### src/rtl/spi_mon_pkg.sv
// Shared constants, FSM encoding and frame-record width helpers for the SPI monitor.
package spi_mon_pkg;

  localparam logic SPI_MODE_RISE = 1'b0;
  localparam logic SPI_MODE_FALL = 1'b1;

  typedef enum logic {
    ST_IDLE  = 1'b0,
    ST_FRAME = 1'b1
  } spi_state_e;

  function automatic int nbits_w(input int max_bits);
    return $clog2(max_bits + 1);
  endfunction

  function automatic int rec_w(input int max_bits);
    return 2 * max_bits + nbits_w(max_bits) + 1;
  endfunction

endpackage

### src/rtl/spi_cap_fifo.sv
// Show-ahead frame FIFO; write visible at the head one cycle after the push.
// A push while full is refused unless a pop happens in the same cycle.
module spi_cap_fifo #(
  parameter int W     = 8,
  parameter int DEPTH = 4
) (
  input  logic         clk_i,
  input  logic         rst_ni,
  input  logic         wr_vld_i,
  input  logic [W-1:0] wr_dat_i,
  input  logic         rd_rdy_i,
  output logic [W-1:0] rd_dat_o,
  output logic         full_o,
  output logic         empty_o
);

  localparam int AW = $clog2(DEPTH);

  logic [W-1:0]  mem_q [DEPTH];
  logic [AW-1:0] wptr_q, rptr_q;
  logic [AW:0]   cnt_q;
  logic          do_wr, do_rd;

  assign empty_o  = (cnt_q == '0);
  assign full_o   = (cnt_q == (AW+1)'(DEPTH));
  assign do_rd    = rd_rdy_i & ~empty_o;
  assign do_wr    = wr_vld_i & (~full_o | do_rd);
  assign rd_dat_o = empty_o ? '0 : mem_q[rptr_q];

  always_ff @(posedge clk_i or negedge rst_ni) begin
    if (!rst_ni) begin
      wptr_q <= '0;
      rptr_q <= '0;
      cnt_q  <= '0;
    end else begin
      if (do_wr) wptr_q <= wptr_q + AW'(1);
      if (do_rd) rptr_q <= rptr_q + AW'(1);
      case ({do_wr, do_rd})
        2'b10:   cnt_q <= cnt_q + (AW+1)'(1);
        2'b01:   cnt_q <= cnt_q - (AW+1)'(1);
        default: cnt_q <= cnt_q;
      endcase
    end
  end

  always_ff @(posedge clk_i) begin
    if (do_wr) mem_q[wptr_q] <= wr_dat_i;
  end

endmodule

### src/rtl/spi_frame_capture.sv
// Passive SPI monitor: captures CS-delimited frames into a show-ahead FIFO.
// Head valid SYNC_STAGES+2 cycles after CS deassert; frames arriving while full are counted as drops.
module spi_frame_capture
  import spi_mon_pkg::*;
#(
  parameter int MAX_BITS    = 32,
  parameter int SYNC_STAGES = 3,
  parameter int FIFO_DEPTH  = 4,
  parameter int DROP_W      = 16
) (
  input  logic                            clk,
  input  logic                            rst,
  input  logic                            spi_clk,
  input  logic                            spi_cs,
  input  logic                            spi_do,
  input  logic                            spi_di,
  input  logic                            samp_falling,
  output logic                            cap_valid,
  input  logic                            cap_ready,
  output logic [MAX_BITS-1:0]             cap_do,
  output logic [MAX_BITS-1:0]             cap_di,
  output logic [$clog2(MAX_BITS+1)-1:0]   cap_nbits,
  output logic                            cap_trunc,
  output logic [DROP_W-1:0]               drop_cnt
);

  localparam int NBW  = nbits_w(MAX_BITS);
  localparam int RECW = rec_w(MAX_BITS);

  typedef struct packed {
    logic [MAX_BITS-1:0] f_do;
    logic [MAX_BITS-1:0] f_di;
    logic [NBW-1:0]      nbits;
    logic                trunc;
  } frame_t;

  logic [SYNC_STAGES-1:0] clk_sq, cs_sq, do_sq, di_sq;
  logic                   clk_dq, cs_dq;
  logic                   clk_s, cs_s, do_s, di_s;
  logic                   cs_fall, cs_rise, clk_edge;

  spi_state_e          state_q, state_d;
  logic                mode_q, mode_d;
  logic [MAX_BITS-1:0] do_sr_q, do_sr_d, di_sr_q, di_sr_d;
  logic [NBW-1:0]      cnt_q, cnt_d;
  logic                trunc_q, trunc_d;
  logic                push_q, push_d;
  frame_t              rec_q, rec_d;
  frame_t              head;
  logic [DROP_W-1:0]   drop_q;
  logic                fifo_full, fifo_empty, pop;

  // The extra delayed copy of clk/cs feeds the edge detectors; data uses the same stage as clk.
  always_ff @(posedge clk or negedge rst) begin
    if (!rst) begin
      clk_sq <= '0;
      cs_sq  <= '0;
      do_sq  <= '0;
      di_sq  <= '0;
      clk_dq <= 1'b0;
      cs_dq  <= 1'b0;
    end else begin
      clk_sq <= {clk_sq[SYNC_STAGES-2:0], spi_clk};
      cs_sq  <= {cs_sq[SYNC_STAGES-2:0], spi_cs};
      do_sq  <= {do_sq[SYNC_STAGES-2:0], spi_do};
      di_sq  <= {di_sq[SYNC_STAGES-2:0], spi_di};
      clk_dq <= clk_sq[SYNC_STAGES-1];
      cs_dq  <= cs_sq[SYNC_STAGES-1];
    end
  end

  assign clk_s    = clk_sq[SYNC_STAGES-1];
  assign cs_s     = cs_sq[SYNC_STAGES-1];
  assign do_s     = do_sq[SYNC_STAGES-1];
  assign di_s     = di_sq[SYNC_STAGES-1];
  assign cs_fall  = cs_dq & ~cs_s;
  assign cs_rise  = ~cs_dq & cs_s;
  assign clk_edge = (mode_q == SPI_MODE_FALL) ? (clk_dq & ~clk_s) : (~clk_dq & clk_s);

  always_comb begin
    state_d = state_q;
    mode_d  = mode_q;
    do_sr_d = do_sr_q;
    di_sr_d = di_sr_q;
    cnt_d   = cnt_q;
    trunc_d = trunc_q;
    push_d  = 1'b0;
    rec_d   = rec_q;
    case (state_q)
      ST_IDLE: begin
        if (cs_fall) begin
          state_d = ST_FRAME;
          mode_d  = samp_falling ? SPI_MODE_FALL : SPI_MODE_RISE;
          do_sr_d = '0;
          di_sr_d = '0;
          cnt_d   = '0;
          trunc_d = 1'b0;
        end
      end
      ST_FRAME: begin
        if (cs_rise) begin
          state_d = ST_IDLE;
          if (cnt_q != '0) begin
            push_d      = 1'b1;
            rec_d.f_do  = do_sr_q;
            rec_d.f_di  = di_sr_q;
            rec_d.nbits = cnt_q;
            rec_d.trunc = trunc_q;
          end
        end else if (clk_edge && !cs_s) begin
          do_sr_d = {do_sr_q[MAX_BITS-2:0], do_s};
          di_sr_d = {di_sr_q[MAX_BITS-2:0], di_s};
          if (cnt_q == NBW'(MAX_BITS)) trunc_d = 1'b1;
          else                         cnt_d   = cnt_q + NBW'(1);
        end
      end
      default: state_d = ST_IDLE;
    endcase
  end

  always_ff @(posedge clk or negedge rst) begin
    if (!rst) begin
      state_q <= ST_IDLE;
      mode_q  <= SPI_MODE_RISE;
      do_sr_q <= '0;
      di_sr_q <= '0;
      cnt_q   <= '0;
      trunc_q <= 1'b0;
      push_q  <= 1'b0;
      rec_q   <= '0;
    end else begin
      state_q <= state_d;
      mode_q  <= mode_d;
      do_sr_q <= do_sr_d;
      di_sr_q <= di_sr_d;
      cnt_q   <= cnt_d;
      trunc_q <= trunc_d;
      push_q  <= push_d;
      rec_q   <= rec_d;
    end
  end

  assign pop = cap_valid & cap_ready;

  spi_cap_fifo #(
    .W     (RECW),
    .DEPTH (FIFO_DEPTH)
  ) u_fifo (
    .clk_i    (clk),
    .rst_ni   (rst),
    .wr_vld_i (push_q),
    .wr_dat_i (rec_q),
    .rd_rdy_i (pop),
    .rd_dat_o (head),
    .full_o   (fifo_full),
    .empty_o  (fifo_empty)
  );

  always_ff @(posedge clk or negedge rst) begin
    if (!rst) begin
      drop_q <= '0;
    end else if (push_q && fifo_full && !pop && (drop_q != '1)) begin
      drop_q <= drop_q + DROP_W'(1);
    end
  end

  assign cap_valid = ~fifo_empty;
  assign cap_do    = head.f_do;
  assign cap_di    = head.f_di;
  assign cap_nbits = head.nbits;
  assign cap_trunc = head.trunc;
  assign drop_cnt  = drop_q;

endmodule

### config.mk
export PLATFORM = sky130hd
export DESIGN_NAME = spi_frame_capture
export DESIGN_NICKNAME = d
export VERILOG_FILES = /design/src/rtl/spi_mon_pkg.sv /design/src/rtl/spi_cap_fifo.sv /design/src/rtl/spi_frame_capture.sv
export SDC_FILE = /design/constraint.sdc
export NUM_CORES = 1
export LEC_CHECK = 0
export CAP_MARGIN = 10
export CORE_MARGIN = 2
export CORE_UTILIZATION = 40
export CTS_BUF_LIST = sky130_fd_sc_hd__clkbuf_8
export DETAILED_ROUTE_END_ITERATION = 10
export HOLD_SLACK_MARGIN = 0.02
export PLACE_DENSITY = 0.55
export SLEW_MARGIN = 30
export SYNTH_ARGS = -nofsm -noshare
export SYNTH_HDL_FRONTEND = slang
export SYNTH_SLANG_ARGS = --single-unit
### constraint.sdc
create_clock -name clk -period 3.5 [get_ports clk]
set_clock_uncertainty 0.2 [all_clocks]
set_input_delay 0.35 -clock clk [delete_from_list [all_inputs] [get_ports clk]]
set_output_delay 0.35 -clock clk [all_outputs]
set_load 0.05 [all_outputs]
==> results list, run 1 <==
- The flow ran to the end, and the final reports show no timing, DRC or antenna violations.
* Worst Max-Slew Pin Slew: about 0.67 ns
- Overall global routing resource usage: 0.151
- The pre-antenna-repair detailed-routing pass consisted of 4 iterations.
- Cell count after synthesis: roughly 940
- Detail-routed via count per cell: 5.02
- On the final layout, the worst hold slack is approximately 0.067 ns.
* Synthesis-to-layout area growth: 18.9%
- In this run, synthesis inferred ~280 flip-flops with an integrated enable.
* Clock transition at the registers of the reported paths: approximately 0.06 ns
* Post-Route Setup TNS: 0 ns
- Fill cells in the final layout number 3,728.
* Final setup violation count: 0
- Required time worst endpoint: between 2 and 3 ns
* Die area: between 40,000 and 50,000 um^2
- Max_cap viols: 0
- The final count of pins violating max slew was 0.
* Number of top-level pins: 96
* Leading cell types by total area after synthesis: sky130_fd_sc_hd__edfxtp_1 48%, sky130_fd_sc_hd__dfrtp_1 26%, sky130_fd_sc_hd__mux4_2 9.1%, sky130_fd_sc_hd__mux2_2 4.0%, sky130_fd_sc_hd__a22o_1 3.3%
* Maximum number of pins on one net before global-route repair: 76
* FF-to-FF setup slack: between 0.8 and 0.9 ns
- Post-synth top area share: 0.483
- Buffering stage count on the worst path with inverters included: 2
* Highest attainable clock frequency: about 300 MHz
- Clk Latency, worst-skew pair: 0.61 ns
* Library cell contributing the largest single delay on the critical path: sky130_fd_sc_hd__clkdlybuf4s50_1
- Row generation in the floorplan step produced 76 rows.
- Post-Syn Nets: roughly 950
- For this configuration, the core starts out at a cell density of 0.407.
- Critical path launch point type: flip-flop
- Yosys synthesis warning count: 0
* Critical path endpoint category: output port
- Global route total overflow: 0
- In this run the cell area of the synthesized design comes to ~18,000 um^2.
- For this run, the register share of the synthesized area comes to 0.741.
* Category of the most critical setup path: flip-flop to output port
- In this run the remaining antenna-violating nets after routing total 0.
- Detailed-route via count: between 8k and 9k
- At the placement stage, the worst setup path has a slack of 0.502 ns.
* Power per standard cell area: approximately 760 nW/um^2
- Of all cell types, the one taking the most synthesized area is sky130_fd_sc_hd__edfxtp_1.
- Wire length of the first global-routing pass: ~54,000 um
- The clock drives about 470 sinks.
* Average wire length per cell after detail routing: slightly below 20 um
- The largest single stage delay on the critical path is around 0.7 ns.
* Total of flip-flops plus latches after synthesis: around 470
* Max clock buf depth: 3
* Fin crit share: 0.943
- Critical path arrival: 2.75 ns
* Port bufs: 95
- The placed instances occupy a cell area of slightly below 20,000 um^2.
* Antenna Diode Count: 0
- After synthesis, the share of flip-flops with an asynchronous set or reset is 0.391.
* Die span in y: around 210 um
- Power comes to around 16,000 uW.
* Via count of the first global-routing pass: between 9k and 10k
- Setup slack on the critical path of the routed design comes to between 0.15 and 0.2 ns.
- The smallest clock period supported by the final layout is computed as 3.30 ns.
- Root Buffer Master: sky130_fd_sc_hd__clkbuf_8
* Final layout net count: roughly 1.1k
- Detailed placement ended at an HPWL of slightly below 20,000 um.
* Worst min path class: input port to flip-flop
- Measured against its own limit, the worst slew margin works out to 0.554.
* Commonest register cell after synthesis: sky130_fd_sc_hd__edfxtp_1
* Share of layout cells above drive strength 1: 0.256
- Of all nets on the critical path, the largest fanout is 73.
* Final RePlAce weighted congestion: 0.765
* Top cell family by delay on the critical path: buffers and inverters
- The final hold violation count is 0.
* Max VDD drop: about 0.36 mV
- The initial antenna violation count is 0.
* Post-detailed-route DRC marker count: 0
- WL final: about 34,000 um
* Floorplan core area: between 40,000 and 50,000 um^2
* Finished layout cell area: between 20,000 and 25,000 um^2
- Combined area of the multi-input logic cells: about 4300 um^2
- Setup repair after global routing left no endpoint under its margin.
- Clock tree from TritonCTS: built
- TritonCTS created 78 clock buffers.
- In this run the static leakage power is 0.00855 uW.
- Number of DRC violations after detailed-routing iteration 0: roughly 500
- The sequential cells in the finished layout cover a total of approximately 13,000 um^2.
* CTS H-Tree Depth: 3
* Distinct cells, synth: between 40 and 50
- After synthesis, the mean cell area works out to ~19 um^2.
- Measured along the x axis, the die boundary spans ~210 um.
- Walking the worst path, the cells encountered are or3_2 -> buf_4 -> and2_1 -> clkdlybuf4s50_1.
metal layers:
metal / track usage / wire length (um) / share of wire / vias up
li1: - / - / - / 3993
met1: 0.212 / 16100 / 0.48 / 4545
met2: 0.233 / 15400 / 0.46 / 159
met3: 0.0393 / 1500 / 0.044 / 61
met4: 0.0472 / 692 / 0.021 / 0
met5: 0 / 0 / 0 / -
cells by family after synthesis:
family,after synthesis,synth area share
multiplexers,140,0.135
adder cells (fa/ha/maj),10,0.00737
AND/OR/NAND/NOR,161,0.0539
flip-flops,466,0.741
AO/OA/AOI/OAI,81,0.0389
XOR/XNOR,19,0.00943
buffers and inverters,59,0.0146
cell usage after synthesis, types with 9 or more instances:
cell type and n:
sky130_fd_sc_hd__a22o_1 67, sky130_fd_sc_hd__and2_1 77, sky130_fd_sc_hd__buf_2 11, sky130_fd_sc_hd__clkbuf_1 31, sky130_fd_sc_hd__dfrtp_1 182, sky130_fd_sc_hd__edfxtp_1 284, sky130_fd_sc_hd__inv_1 10, sky130_fd_sc_hd__mux2_2 62
sky130_fd_sc_hd__mux4_2 71, sky130_fd_sc_hd__nand2_1 27, sky130_fd_sc_hd__nand3_1 9, sky130_fd_sc_hd__nor3_1 9, sky130_fd_sc_hd__xor2_1 16
area by class of cell:
type / instances / share of cell area
sequential: 466 / 0.624
inverter: 10 / 0.00179
timing repair buffer: 130 / 0.0616
clock buffer: 90 / 0.0590
clock inverter: 54 / 0.0121
tap: 585 / 0.0349
multi-input combinational: 411 / 0.207
worst paths after layout:
path | from | endpoint | cells after the start
setup reg to reg | u_fifo.cnt_q[0]$_DFFE_PN0P_ | u_fifo.cnt_q[1]$_DFFE_PN0P_ | 7
hold / removal | spi_di | di_sq[0]$_DFF_PN0_ | 1
max in group asynchronous | rst | rec_q[62]$_DFFE_PN0P_ | 3
hold reg to reg | cs_sq[1]$_DFF_PN0_ | cs_sq[2]$_DFF_PN0_ | 0
setup / recovery | u_fifo.cnt_q[0]$_DFFE_PN0P_ | cap_di[25] | 4
min in group asynchronous | rst | do_sq[0]$_DFF_PN0_ | 2
through the flow:
| step | instances | utilization |
|---|---|---|
| after CTS | 1746 | 0.484 |
| after floorplan | 936 | - |
| after global routing | 1746 | 0.484 |
| after detailed placement | 1595 | 0.449 |
| after global placement | 1595 | 0.449 |
| final | 1746 | 0.484 |
report_power, final:
part	switching, uW	leakage [uW]	internal (uW)	total [uW]
logic	3190	0.00240	1880	5070
registers	276	0.00527	6140	6420
clock network	2090	0.000885	2420	4510
state kept, by name, indices dropped and copies added, names as in the netlist, 2 cells and up:
| signal | cells |
|---|---|
| u_fifo.mem_q | 284 |
| rec_q | 71 |
| di_sr_q | 32 |
| do_sr_q | 32 |
| drop_cnt | 16 |
| cnt_q | 6 |
| clk_sq | 3 |
| cs_sq | 3 |
| di_sq | 3 |
| do_sq | 3 |
| u_fifo.cnt_q | 3 |
| u_fifo.rptr_q | 2 |
| u_fifo.wptr_q | 2 |
what timing repair did:
action | in CTS | in global routing
hold endpoints to repair | 70 | 0
resized for setup | 42 | 0
setup buffers | 3 | 0
endpoints found under the setup margin | 46 | 0
hold buffers | 4 | 0
cell usage in the layout (no fill, tap or decap), types with 3 or more instances in the layout:
master                              n
sky130_fd_sc_hd__a22o_1            67
sky130_fd_sc_hd__and2_1            73
sky130_fd_sc_hd__and2_4             4
sky130_fd_sc_hd__and4_1             4
sky130_fd_sc_hd__buf_12            13
sky130_fd_sc_hd__buf_4             36
sky130_fd_sc_hd__clkbuf_8          91
sky130_fd_sc_hd__clkdlybuf4s50_1   34
sky130_fd_sc_hd__clkinv_1          10
sky130_fd_sc_hd__clkinv_2           8
sky130_fd_sc_hd__dfrtp_1          180
sky130_fd_sc_hd__dlygate4sd2_1     42
sky130_fd_sc_hd__dlygate4sd3_1      4
sky130_fd_sc_hd__edfxtp_1         284
sky130_fd_sc_hd__ha_1               8
sky130_fd_sc_hd__inv_1             42
sky130_fd_sc_hd__mux2_1             6
sky130_fd_sc_hd__mux2_2            62
sky130_fd_sc_hd__mux4_2            71
sky130_fd_sc_hd__nand2_1           27
sky130_fd_sc_hd__nand3_1            9
sky130_fd_sc_hd__nand4_1            8
sky130_fd_sc_hd__nor2_1             7
sky130_fd_sc_hd__nor3_1             9
sky130_fd_sc_hd__nor3b_1            3
sky130_fd_sc_hd__nor4b_1            3
sky130_fd_sc_hd__o21ai_0            3
sky130_fd_sc_hd__or4b_1             3
sky130_fd_sc_hd__xnor2_1            3
sky130_fd_sc_hd__xor2_1            16
No activity file was read; power rests on OpenSTA's default activity.
==> run 2: changes to the inputs <==
Settings changed: HOLD_SLACK_MARGIN 0.02 to default, REMOVE_ABC_BUFFERS from default to 1.
==> results list, run 2 (synthesis gave the netlist of run 1 again) <==
- The repair_antennas step left the layout with diodes totalling 0.
- Via count of the first global-routing pass: approximately 9.3k
- The setup check on the worst reg-to-reg path leaves a slack of 0.81 ns.
- Die area: about 46,000 um^2
- TritonCTS built the clock tree.
- The congestion estimate from routability-driven global placement came to approximately 0.76.
- Walking the worst path, the cells encountered are buf_12 -> mux4_2 -> and2_1 -> clkdlybuf4s50_1.
* Critical path launch point type: flip-flop
- WL final: around 34,000 um
* Highest attainable clock frequency: 296 MHz
* Start of the worst register-to-register path: u_fifo.cnt_q[1]$_DFFE_PN0P_
- Final total power: approximately 17,000 uW
- The die is ~210 um tall.
- The path with the worst hold slack has its endpoint at clk_sq[2]$_DFF_PN0_.
* Overall global routing resource usage: 0.153
* Wire length of the first global-routing pass: 54,500 um
- The run finished with clean final reports.
* Number of cells on the worst hold path: 0
- CTS placed an instance of sky130_fd_sc_hd__clkbuf_8 at the clock tree root.
- Among cell families on the critical path, the largest total delay comes from buffers and inverters.
- Final layout net count: between 1k and 1.5k
- Port bufs: 95
* Final setup violation count: 0
- Clock-pin slew was measured on the worst setup and hold paths at 0.06 ns.
- Detailed placement finished with a half-perimeter wire length of about 19,000 um.
* Category of the most critical setup path: flip-flop to output port
- RSZ-0062 raised after global routing: no
* Max clock buf depth: 3
* Library cell contributing the largest single delay on the critical path: sky130_fd_sc_hd__clkdlybuf4s50_1
* Required time worst endpoint: just under 3 ns
- Entering global routing, the biggest net connects 92 pins.
- Clk Latency, worst-skew pair: 0.60 ns
- Across the run, the number of max-cap violations was 0.
- CTS Buf Count: approximately 80
- Detailed-route via count: 8,756
- CTS saw roughly 470 sinks.
* Worst Max-Slew Pin Slew: 0.855 ns
- Summed over all layers, the global routing overflow is 0.
- Power spread over the standard cell area amounts to slightly below 800 nW/um^2.
- Worst setup startpoint: u_fifo.rptr_q[0]$_DFFE_PN0P_
* Effective utilization at floorplan: 0.407
- Measured against its own limit, the worst slew margin works out to 0.430.
* Most common cell after layout, fill and taps aside: sky130_fd_sc_hd__edfxtp_1
- The detailed router finished its first iteration with ~390 violations.
- The H-tree was split into 3 levels.
- Share of layout cells above drive strength 1: 0.258
- Depth of the worst register-to-register path: 9
- The worst hold path belongs to the class flip-flop to flip-flop.
* Number of routed nets with antenna violations: 0
- In the finished design, the share of the clock period the worst path needs comes to 0.966.
- Synthesis-to-layout area growth: 20.4%
* Highest-count cells in the layout ignoring fill and taps: 284 x sky130_fd_sc_hd__edfxtp_1, 180 x sky130_fd_sc_hd__dfrtp_1, 98 x sky130_fd_sc_hd__clkbuf_8
- VDD sags by at most a little under 0.4 mV.
- The floorplan has 76 rows.
- In the final layout, the registers with the most flip-flops are u_fifo.mem_q (284), rec_q (71).
- Detail-routed via count per cell: between 5 and 6
- Critical path endpoint category: output port
- Number of antenna violations at the first check in global routing: 0
- Average wire length per cell after detail routing: 19.7 um
* Post-detailed-route DRC marker count: 0
- Min cycle time layout: around 3.4 ns
- Once layout is done, the placed cells without fillers occupy between 20,000 and 25,000 um^2.
- Register with the highest flop count: u_fifo.mem_q
* Buffering stage count on the worst path with inverters included: 2
- Floorplan core area: between 40,000 and 50,000 um^2
* Post-Route Setup TNS: 0 ns
- Post-DP Area: ~20,000 um^2
- Endpoint of the most critical register-to-register path: u_fifo.cnt_q[2]$_DFFE_PN0P_
- The final hold violation count is 0.
* CP max FO: 12
- Max reg flops: ~280
- Total iterations of the first detailed-routing run: 4
- The final count of pins violating max slew is 0.
- Critical path arrival: 2.83 ns
- Largest stage delay on the critical path: around 0.7 ns
* Number of top-level pins: between 90 and 100
- The worst hold path begins at clk_sq[1]$_DFF_PN0_.
* Leakage dissipation: 0.00882 uW
* Die width: 214 um
-- run 2: changes by cell type in the layout (fill, tap and decap cells not counted), sizes merged, moves of 3 or more --
cell / previous run / this run
clkbuf: 91 / 98
buf: 49 / 46
clkdlybuf4s50: 34 / 51
dlymetal6s2s: 0 / 24
clkinv: 18 / 8
dlygate4sd2: 42 / 4
-- run 2: worst max-delay path by stage --
| stage | slack, ns | depth (start not counted) | to |
|---|---|---|---|
| after floorplan | -0.89 | 2 | cap_di[0] |
| after global placement | 0.54 | 4 | cap_trunc |
| after detailed placement | 0.45 | 10 | u_fifo.cnt_q[2]$_DFFE_PN0P_ |
| after CTS | 0.0008 | 4 | cap_do[16] |
| after global routing | 0.00003 | 4 | cap_do[23] |
| final | 0.12 | 4 | cap_do[23] |
-- run 2: report_power, final --
| part | switching (uW) | leakage [uW] | internal (uW) |
|---|---|---|---|
| clock network | 2090 | 0.000935 | 2650 |
| logic | 3280 | 0.00262 | 2100 |
| registers | 261 | 0.00527 | 6140 |
-- run 2: routing by layer --
| layer | global-route usage | routed length (um) | vias up |
|---|---|---|---|
| li1 | - | - | 3980 |
| met1 | 0.210 | 15700 | 4555 |
| met2 | 0.243 | 16500 | 177 |
| met3 | 0.0359 | 1630 | 44 |
| met4 | 0.0495 | 525 | 0 |
| met5 | 0 | 0 | - |
-- run 2: through the flow --
stage / cells / utilization / hold slack [ns] / setup slack, ns
floorplan: 887 / - / -0.146 / -0.888
global placement: 1593 / 0.450 / 0.133 / 0.535
detailed placement: 1593 / 0.450 / 0.135 / 0.451
CTS: 1746 / 0.489 / 0.133 / 0.000810
global route: 1746 / 0.490 / 0.151 / 0.0000302
finish: 1746 / 0.490 / 0.142 / 0.121
-- run 2: final cells by class --
cell class                      count  area, um^2
Clock buffer                       97        1340
Clock inverter                     46         245
Fill cell                        3702       22100
Inverter                           10        37.5
Multi-Input combinational cell    411        4340
Sequential cell                   466       13100
Tap cell                          585         732
Timing Repair Buffer              131        1470
-- run 2: repair_timing --
action | CTS | global route
buffers inserted | 5 | 0
hold endpoints to repair | 93 | 0
hold buffers | 5 | 0
resized for setup | 5 | 24
setup endpoints to repair | 51 | 24
-- run 2: worst reg2reg max path: cells and delay by family, from the launching register on --
family | cells | cell delay, ns
buffers and inverters | 2 | 0.17
and+or+nand+nor | 3 | 1.01
xor gates and xnor gates | 2 | 0.30
adders and majority gates | 2 | 0.54
DFF | 1 | 0.39
